### config.mk
export PLATFORM = sky130hd
export DESIGN_NAME = lamp_scan_seq
export DESIGN_NICKNAME = d
export VERILOG_FILES = /design/src/rtl/lamp_pkg.sv /design/src/rtl/lamp_dwell_cnt.sv /design/src/rtl/lamp_scan_seq.sv
export SDC_FILE = /design/constraint.sdc
export NUM_CORES = 1
export LEC_CHECK = 0
export CELL_PAD_IN_SITES_DETAIL_PLACEMENT = 2
export CELL_PAD_IN_SITES_GLOBAL_PLACEMENT = 2
export CORE_MARGIN = 5
export CORE_UTILIZATION = 34
export DETAILED_ROUTE_END_ITERATION = 8
export PLACE_DENSITY_LB_ADDON = 0.1
export SLEW_MARGIN = 20
export SYNTH_ARGS = -nofsm -noshare
export SYNTH_HDL_FRONTEND = slang
export SYNTH_HIERARCHICAL = 1
export SYNTH_SLANG_ARGS = --single-unit
### constraint.sdc
create_clock -name clk -period 3.7 [get_ports clk]
set_input_delay 0.925 -clock clk [delete_from_list [all_inputs] [get_ports clk]]
set_output_delay 0.925 -clock clk [all_outputs]
set_load 0.02 [all_outputs]
### src/rtl/lamp_pkg.sv
// Shared definitions for the lamp scan sequencer: FSM states, scan modes, lamp count.
package lamp_pkg;

  localparam int unsigned LAMP_N = 8;
  localparam int unsigned IDX_W  = $clog2(LAMP_N);

  typedef enum logic [1:0] {
    IDLE = 2'd0,
    RUN  = 2'd1,
    HOLD = 2'd2
  } state_t;

  typedef logic [1:0] mode_t;

  localparam mode_t MODE_UP     = 2'b00;
  localparam mode_t MODE_DOWN   = 2'b01;
  localparam mode_t MODE_PP     = 2'b10;
  localparam mode_t MODE_UP_ALT = 2'b11;

endpackage

### src/rtl/lamp_dwell_cnt.sv
// Dwell counter: clears on load, counts while enabled, pulses tc_c on the last cycle of a dwell.
module lamp_dwell_cnt #(
  parameter int unsigned W = 24
) (
  input  logic         clk,
  input  logic         rst_n,
  input  logic         load,
  input  logic         en,
  input  logic [W-1:0] limit,
  output logic         tc_c
);

  logic [W-1:0] cnt;

  assign tc_c = en && (cnt == limit - W'(1));

  always_ff @(posedge clk) begin
    if (!rst_n) begin
      cnt <= '0;
    end else if (load) begin
      cnt <= '0;
    end else if (en) begin
      cnt <= tc_c ? '0 : cnt + W'(1);
    end
  end

endmodule

### src/rtl/lamp_scan_seq.sv
// Lamp scan sequencer driving a 3-to-8 decoder (select lines plus G/G2A/G2B enables).
// Define LAMP_SCAN_PINGPONG_EN to enable the ping-pong scan mode (mode 10).
module lamp_scan_seq
  import lamp_pkg::*;
#(
  parameter int unsigned        DWELL_W   = 24,
  parameter logic [DWELL_W-1:0] DWELL_DEF = DWELL_W'(5_000_000)
) (
  input  logic               clk,
  input  logic               rst_n,
  input  logic               start,
  input  logic               pause,
  input  logic               stop,
  input  logic [1:0]         mode,
  input  logic [DWELL_W-1:0] dwell,
  output logic               sel_c,
  output logic               sel_b,
  output logic               sel_a,
  output logic               g,
  output logic               g2a,
  output logic               g2b,
  output logic               busy,
  output logic               wrap
);

  state_t             state, state_d;
  logic               load_c, en_c, tc_c;
  logic [IDX_W-1:0]   idx, idx_step_c;
  logic               wrap_step_c;
  logic [DWELL_W-1:0] dwell_q;
  mode_t              mode_q, mode_eff_c;
`ifdef LAMP_SCAN_PINGPONG_EN
  logic               dir_q, dir_step_c;
`endif

  always_ff @(posedge clk) begin
    if (!rst_n) state <= IDLE;
    else        state <= state_d;
  end

  // Stop beats pause beats start; the counter advances only on edges that land in RUN.
  always_comb begin
    state_d = state;
    load_c  = 1'b0;
    en_c    = 1'b0;
    case (state)
      IDLE: begin
        if (start && !stop) begin
          state_d = RUN;
          load_c  = 1'b1;
        end
      end
      RUN: begin
        if (stop)       state_d = IDLE;
        else if (pause) state_d = HOLD;
        else            en_c    = 1'b1;
      end
      HOLD: begin
        if (stop) begin
          state_d = IDLE;
        end else if (!pause) begin
          state_d = RUN;
          en_c    = 1'b1;
        end
      end
      default: state_d = IDLE;
    endcase
  end

  // Modes without hardware support collapse to up.
  always_comb begin
    mode_eff_c = MODE_UP;
    if (mode == MODE_DOWN) mode_eff_c = MODE_DOWN;
`ifdef LAMP_SCAN_PINGPONG_EN
    else if (mode == MODE_PP) mode_eff_c = MODE_PP;
`endif
  end

  always_comb begin
    idx_step_c  = idx + IDX_W'(1);
    wrap_step_c = (idx == IDX_W'(LAMP_N - 1));
`ifdef LAMP_SCAN_PINGPONG_EN
    dir_step_c  = dir_q;
`endif
    if (mode_q == MODE_DOWN) begin
      idx_step_c  = idx - IDX_W'(1);
      wrap_step_c = (idx == '0);
    end
`ifdef LAMP_SCAN_PINGPONG_EN
    else if (mode_q == MODE_PP) begin
      // Turn around at each end so both endpoints are shown once per sweep.
      if (dir_q) begin
        idx_step_c  = idx - IDX_W'(1);
        wrap_step_c = (idx == IDX_W'(1));
        dir_step_c  = (idx != IDX_W'(1));
      end else begin
        idx_step_c  = idx + IDX_W'(1);
        wrap_step_c = 1'b0;
        dir_step_c  = (idx == IDX_W'(LAMP_N - 2));
      end
    end
`endif
  end

  always_ff @(posedge clk) begin
    if (!rst_n) begin
      idx     <= '0;
      dwell_q <= DWELL_DEF;
      mode_q  <= MODE_UP;
      wrap    <= 1'b0;
    end else begin
      wrap <= 1'b0;
      if (load_c) begin
        dwell_q <= (dwell == '0) ? DWELL_DEF : dwell;
        mode_q  <= mode_eff_c;
        idx     <= (mode_eff_c == MODE_DOWN) ? IDX_W'(LAMP_N - 1) : '0;
      end else if (tc_c) begin
        idx  <= idx_step_c;
        wrap <= wrap_step_c;
      end
    end
  end

`ifdef LAMP_SCAN_PINGPONG_EN
  always_ff @(posedge clk) begin
    if (!rst_n)      dir_q <= 1'b0;
    else if (load_c) dir_q <= 1'b0;
    else if (tc_c)   dir_q <= dir_step_c;
  end
`endif

  lamp_dwell_cnt #(
    .W(DWELL_W)
  ) u_dwell_cnt (
    .clk  (clk),
    .rst_n(rst_n),
    .load (load_c),
    .en   (en_c),
    .limit(dwell_q),
    .tc_c (tc_c)
  );

  // Outputs decode straight from flops; no input reaches them combinationally.
  assign {sel_c, sel_b, sel_a} = idx;
  assign busy = (state != IDLE);
  assign g    = busy;
  assign g2a  = !busy;
  assign g2b  = !busy;

endmodule

* After elaboration in Yosys (flattened, before gate mapping) *
Cells that the tools add are included.
Widths: inputs -> output; s select.

cells by class
  equality and inequality tests = 10
  bitwise gates (word level) = 2
  add/subtract/negate cells = 4
  muxes and demuxes = 19
  reduce and logical (&&, ||, !) cells = 13

operators with widths
  cell                   count
  $mux 24                2
  $add 24x1->24 const B  1
  $eq 24x24->1           1
  $logic_not 24->1       1
  $sub 24x1->24 const B  1
  $mux 3                 4
  $mux 2                 5
  $eq 2x1->1 const B     4
  $mux 1                 7
  $ne 3x3->1 const B     2
  $pmux 2 s3             1
  $reduce_bool 2->1      2
  $reduce_or 2->1        2
  $add 3x1->3 const B    1
  $eq 3x3->1 const B     1
  $logic_not 3->1        1
  $reduce_and 3->1       1
  $reduce_or 3->1        1
  $sub 3x1->3 const B    1
  $eq 2x2->1 const B     1
  $logic_and 1x1->1      2
  $logic_not 1->1        2
  $logic_not 2->1        1
  $ne 2x2->1 const B     1
  $not 1->1              2

word-level totals
  register bits after elaboration = 56
  output and inout bits = 8
  input port bits = 31
  logic and storage cells = 54

* Depth between registers and ports, before layout *
  word-level depth = 6
  gate-level depth with buffers = 12
  mapped depth without buffers = 11

* Cells and area by module *
The synthesis kept the hierarchy.

modules (own cells, without submodules)
  module          area an instance (um2)  cells an instance  instances  seq. area each (um2)
  lamp_dwell_cnt  2060.7                  256                1          480.5
  lamp_scan_seq   1427.6                  167                1          620.6

* Least setup slack after synthesis *
OpenSTA, ideal clock, no wires.

  kind = reg-to-reg
  start point = register dwell_q[0]
  end point = register idx[0]
  slack = 955 ps
  clock period less this slack = 2745 ps
  data arrival time = 2670 ps
  required time = 3624 ps
  stages on the path, launching flop included = 13
  setup time = 76 ps
  buffers on the path = 1
  cells stage by stage = dfxtp_1 -> inv_1 -> ha_1 -> nor3b_2 -> and4_1 -> or3_1 -> a211oi_1 -> nand4_1 -> a2111oi_4 -> buf_6 -> xor2_1 -> nand2_1 -> a21boi_0

between the ends
  word-level cells in the longest chain between the ends = 4

RTL lines
  item                         line                  text
  start: declaration           lamp_scan_seq.sv:30   logic [DWELL_W-1:0] dwell_q;
  start signal: assignment     lamp_scan_seq.sv:114  dwell_q <= (dwell == '0) ? DWELL_DEF : dwell;
  $sub 24x1->24                lamp_dwell_cnt.sv:15  assign tc_c = en && (cnt == limit - W'(1));
  $eq 24x24->1                 lamp_dwell_cnt.sv:15
  $logic_and 1x1->1            lamp_dwell_cnt.sv:15
  via tc_c                     lamp_scan_seq.sv:27   logic load_c, en_c, tc_c;
  $reduce_bool 2->1 (no line)  -
  end signal: assignment       lamp_scan_seq.sv:116  idx <= (mode_eff_c == MODE_DOWN) ? IDX_W'(LAMP_N - 1) : '0;
  end signal: assignment       lamp_scan_seq.sv:118  idx <= idx_step_c;
  end: declaration             lamp_scan_seq.sv:28   logic [IDX_W-1:0] idx, idx_step_c;

The timed path passes the listed nets, and every way through them passes these cells.
A chain may end at the register's enable or synchronous reset.

* Worst setup path after layout *
  start point = input stop
  end point = register idx[0]

between the ends
  elaborated cells on any way between the ends = 9
  classes of those cells = 5 x mux; 4 x reduce/logical

RTL lines
  item                         line                  text
  start: declaration           lamp_scan_seq.sv:13   input logic stop,
  $mux 1                       lamp_scan_seq.sv:59   if (stop) begin
  $mux 1                       -
  via en_c                     lamp_scan_seq.sv:27
  $logic_and 1x1->1            lamp_dwell_cnt.sv:15
  via tc_c                     lamp_scan_seq.sv:27
  $reduce_bool 2->1 (no line)  -

The timed path passes the listed nets, and every way through them passes these cells.

==> impl_summary.txt <==
----------------------------------------------------
[Run status]
  Result of the run ... completed

[Pwr]
  Pleak ... 1.36 nW
  Highest ir drop seen on vdd ... ~0.19 mV
  Overall power after layout ... ~1.5 mW
  Power density normalized to cell area ... 363 mW/mm^2

[STA]
  Final Hold Violating Endpoints ... 0
  TNS Setup ... 0 ns
  Peak Freq ... 310 MHz
  Final number of setup-violating endpoints ... 0
  Period Utilization, post-route ... between 80% and 90%
  Headroom to the max-slew limit ... just over 60%
  Setup repair after global routing missed its margin ... no
  Final worst hold slack ... between 0.5 and 0.6 ns
  Final Critical Period ... 3.23 ns
  Slew at the pin closest to its max-slew limit ... between 0.5 and 0.6 ns
  Post-route clock skew ... 0.00835 ns
  Number of pins with negative max-slew slack in the final report ... 0

[Place]
  IO Port Bufs ... 38
  Cells after DPL ... 584
  Gp weighted congestion ... between 0.7 and 0.8
  Post-detail-place hpwl ... 8.33 mm

[Layout]
  Post-synthesis to final-layout area growth ... 17.5%
  Total Nets Final ... about 500
  Proportion of layout cells with a drive suffix above 1 ... about 7.2%
  Number of antenna cells inserted ... 0
  Final cell count without fillers ... 592

[Floorplanning]
  Die area ... 0.0124 mm^2
  Top-Level Pins ... 39
  Overall die height ... between 100 and 150 um
  Starting density of the core ... between 30% and 40%
  Core Region ... 0.0102 mm^2
  Width of the die ... ~110 um
  Site row count ... 37

[Global route]
  Leftover overflow at the end of global routing ... 0
  Vias in the first global route ... between 3000 and 4000
  Initial antenna violation count ... 0
  Pin count of the biggest net entering global routing ... 29
  Overall fraction of global-route tracks in use ... approximately 17%
  Wire length of the first global-routing pass ... approximately 18 mm

[Setup path]
  Endpoint kind of the worst setup timing path ... register
  Max Fanout on Critical Path ... 28
  Arrival time of the worst setup path ... 3.47 ns
  Setup crit start kind ... primary input
  Setup Crit Path Kind ... primary input to register
  Required arrival time at the worst endpoint ... 3.94 ns

[Run]
  Max-cap viol count ... 0

[Synthesis]
  Proportion of synthesized chip area in sequential cells ... 31.6%
  Count of flip-flops with a built-in enable after synthesis ... 0
  Netlist cell types ... 57
  Warning count from the yosys run ... 6
  Avg Synthesized Cell Area ... between 8 and 9 um^2
  Area fraction of the dominant cell type after synthesis ... a little under a third
  Cell types with the largest area share after synthesis ... sky130_fd_sc_hd__dfxtp_1 32%, sky130_fd_sc_hd__xnor2_1 7.5%, sky130_fd_sc_hd__xor2_1 6.0%
  Register bit count reported by yosys ... 55
  Leading area contributor after synthesis ... sky130_fd_sc_hd__dfxtp_1
  Synth Net Count ... 461
  Number of standard cells after synthesis ... ~420
  Ys flop type ... sky130_fd_sc_hd__dfxtp_1
  Fraction of synthesis flops using an asynchronous set or reset pin ... 0%
  Post-synthesis instance area ... 0.00349 mm^2

[Clocking]
  H-tree lvl count ... 2
  Post-cts repair resize count ... 0
  Clock insertion delay at the later pin of the skew report ... around 0.32 ns
  Buffer count from post-CTS setup fixing ... 0
  Reg clk slew, reported paths ... around 0.10 ns
  Clock tree from TritonCTS ... yes
  Number of buffers created by CTS ... 5
  Clock Root Buffer ... sky130_fd_sc_hd__clkbuf_8
  Hold Buf Count CTS ... 0
  Number of clock sinks seen by CTS ... 55
  CTS Buffer Depth ... 2

[Routing]
  Antenna violation net count after detailed routing ... 0
  Routed metal-1 wirelength ... a little over 5 mm
  Detail-routed net length per standard cell ... approximately 18 um
  Max layer used ... met4
  Number of optimization iterations in the first detailed-route pass ... 4
  DRC marker count from the first detailed-route iteration ... 90
  Met2 wire length ... 5.04 mm
  Final wirelength ... around 10 mm
  Routed vias/inst ... roughly 5.4
  Metal3 WL ... between 200 and 250 um
  Final routed DRC violation total ... 0
  Total number of vias ... ~3200

[Worst hold path]
  Worst Hold Class ... register to register

----------------------------------------------------
[through the flow]
stage               setup slack, ns  utilization [%]  area [um^2]
finish                        0.471             40.2         4100
global route                  0.222             40.2         4100
CTS                           0.407             40.2         4100
detailed placement           0.0411             39.3         4000
global placement              0.306             39.3         4000
floorplan                     0.955                -         3490
[registers in the layout (all words and copies together) (netlist names)]
| name | flops |
|---|---|
| idx | 3 |
| u_dwell_cnt/cnt | 24 |
| state | 2 |
| wrap | 1 |
| dwell_q | 24 |
| mode_q | 1 |
[path summary, 6_finish.rpt]
path | from | to | slack (ns) | cells past startpoint
setup / recovery | stop | idx[0] | 0.47 | 11
hold / removal | mode_q[0] | mode_q[0] | 0.51 | 2
setup reg to reg | dwell_q[0] | idx[0] | 0.49 | 13
hold reg to reg | mode_q[0] | mode_q[0] | 0.51 | 2
[logic make-up (layout without fill, tap and decap cells)]
group,count (synthesis),count (layout),synth area share [%]
and+or+nand+nor,190,190,30.2
AOI/OAI and AO/OA,71,71,14.8
DFF,55,55,31.6
xor gates and xnor gates,54,54,13.6
buffers and inverters,41,74,5.67
adders and majority gates,7,7,2.73
muxes,5,5,1.43
[per-layer routing]
layer	GRT usage, %	vias to the layer above
met5	0	-
met4	4.22	0
met3	2.95	10
met2	29.4	33
met1	22.8	1558
li1	-	1567
[synth_stat cells (2+ instances only)]
cell / instances
sky130_fd_sc_hd__a2111oi_0: 2
sky130_fd_sc_hd__a211oi_1: 10
sky130_fd_sc_hd__a21boi_0: 18
sky130_fd_sc_hd__a21oi_1: 9
sky130_fd_sc_hd__and4_1: 5
sky130_fd_sc_hd__buf_2: 5
sky130_fd_sc_hd__buf_4: 3
sky130_fd_sc_hd__buf_6: 3
sky130_fd_sc_hd__clkbuf_1: 13
sky130_fd_sc_hd__dfxtp_1: 55
sky130_fd_sc_hd__ha_1: 6
sky130_fd_sc_hd__inv_1: 16
sky130_fd_sc_hd__mux2i_1: 5
sky130_fd_sc_hd__nand2_1: 53
sky130_fd_sc_hd__nand2b_1: 4
sky130_fd_sc_hd__nand3_1: 14
sky130_fd_sc_hd__nand3b_1: 6
sky130_fd_sc_hd__nand4_1: 16
sky130_fd_sc_hd__nor2_1: 23
sky130_fd_sc_hd__nor2b_1: 4
sky130_fd_sc_hd__nor3_1: 32
sky130_fd_sc_hd__nor4_1: 8
sky130_fd_sc_hd__nor4_2: 2
sky130_fd_sc_hd__nor4_4: 2
sky130_fd_sc_hd__nor4b_1: 2
sky130_fd_sc_hd__o211ai_1: 2
sky130_fd_sc_hd__o21ai_0: 4
sky130_fd_sc_hd__o21ai_1: 8
sky130_fd_sc_hd__o22ai_1: 2
sky130_fd_sc_hd__o31a_1: 2
sky130_fd_sc_hd__o31ai_1: 2
sky130_fd_sc_hd__or2_2: 2
sky130_fd_sc_hd__or3_1: 5
sky130_fd_sc_hd__or4_1: 3
sky130_fd_sc_hd__or4_4: 3
sky130_fd_sc_hd__xnor2_1: 30
sky130_fd_sc_hd__xor2_1: 24
[report_power, final]
group / switching, mW / leakage [nW] / internal, mW
clock network: 0.207 / 0.0484 / 0.154
registers: 0.0601 / 0.446 / 0.627
logic: 0.245 / 0.867 / 0.197
[worst max-delay path: stages]
cell and delay [ns]:
sky130_fd_sc_hd__clkdlybuf4s50_1 0.49, sky130_fd_sc_hd__nor3b_1 0.35, sky130_fd_sc_hd__buf_4 0.22, sky130_fd_sc_hd__nand3_1 0.13
sky130_fd_sc_hd__nor3_1 0.21, sky130_fd_sc_hd__nand4_1 0.17, sky130_fd_sc_hd__a2111oi_4 0.29, sky130_fd_sc_hd__buf_12 0.23
sky130_fd_sc_hd__xor2_1 0.16, sky130_fd_sc_hd__nand2_1 0.07, sky130_fd_sc_hd__a21boi_0 0.22
[layout make-up]
class                   count  area [um^2]
clock buffers               7         86.3
inverters                  16         60.1
flip-flops and latches     55         1100
multi-input cells         327         2190
repair buffers             50          483
well taps                 136          170
clock inverters             1         8.76
fillers                  1193         6090
[cell usage in the layout (no fill, tap or decap), types with 3 or more instances in the layout]
master / synthesis / layout
sky130_fd_sc_hd__mux2i_1: 5 / 5
sky130_fd_sc_hd__xnor2_1: 30 / 30
sky130_fd_sc_hd__clkdlybuf4s50_1: 0 / 38
sky130_fd_sc_hd__a211oi_1: 10 / 10
sky130_fd_sc_hd__a21boi_0: 18 / 18
sky130_fd_sc_hd__ha_1: 6 / 6
sky130_fd_sc_hd__inv_1: 16 / 16
sky130_fd_sc_hd__or4_4: 3 / 3
sky130_fd_sc_hd__buf_4: 3 / 11
sky130_fd_sc_hd__o21ai_1: 8 / 8
sky130_fd_sc_hd__nor4_1: 8 / 8
sky130_fd_sc_hd__nand3_1: 14 / 14
sky130_fd_sc_hd__nand4_1: 16 / 16
sky130_fd_sc_hd__clkbuf_8: 0 / 6
sky130_fd_sc_hd__nor2b_1: 4 / 4
sky130_fd_sc_hd__nor3_1: 32 / 32
sky130_fd_sc_hd__nand2b_1: 4 / 4
sky130_fd_sc_hd__or4_1: 3 / 3
sky130_fd_sc_hd__nor2_1: 23 / 23
sky130_fd_sc_hd__dfxtp_1: 55 / 55
sky130_fd_sc_hd__nand2_1: 53 / 53
sky130_fd_sc_hd__xor2_1: 24 / 24
sky130_fd_sc_hd__and4_1: 5 / 5
sky130_fd_sc_hd__nand3b_1: 6 / 6
sky130_fd_sc_hd__a21oi_1: 9 / 9
sky130_fd_sc_hd__o21ai_0: 4 / 4
sky130_fd_sc_hd__or3_1: 5 / 5
No activity file was read; power rests on OpenSTA's default activity.
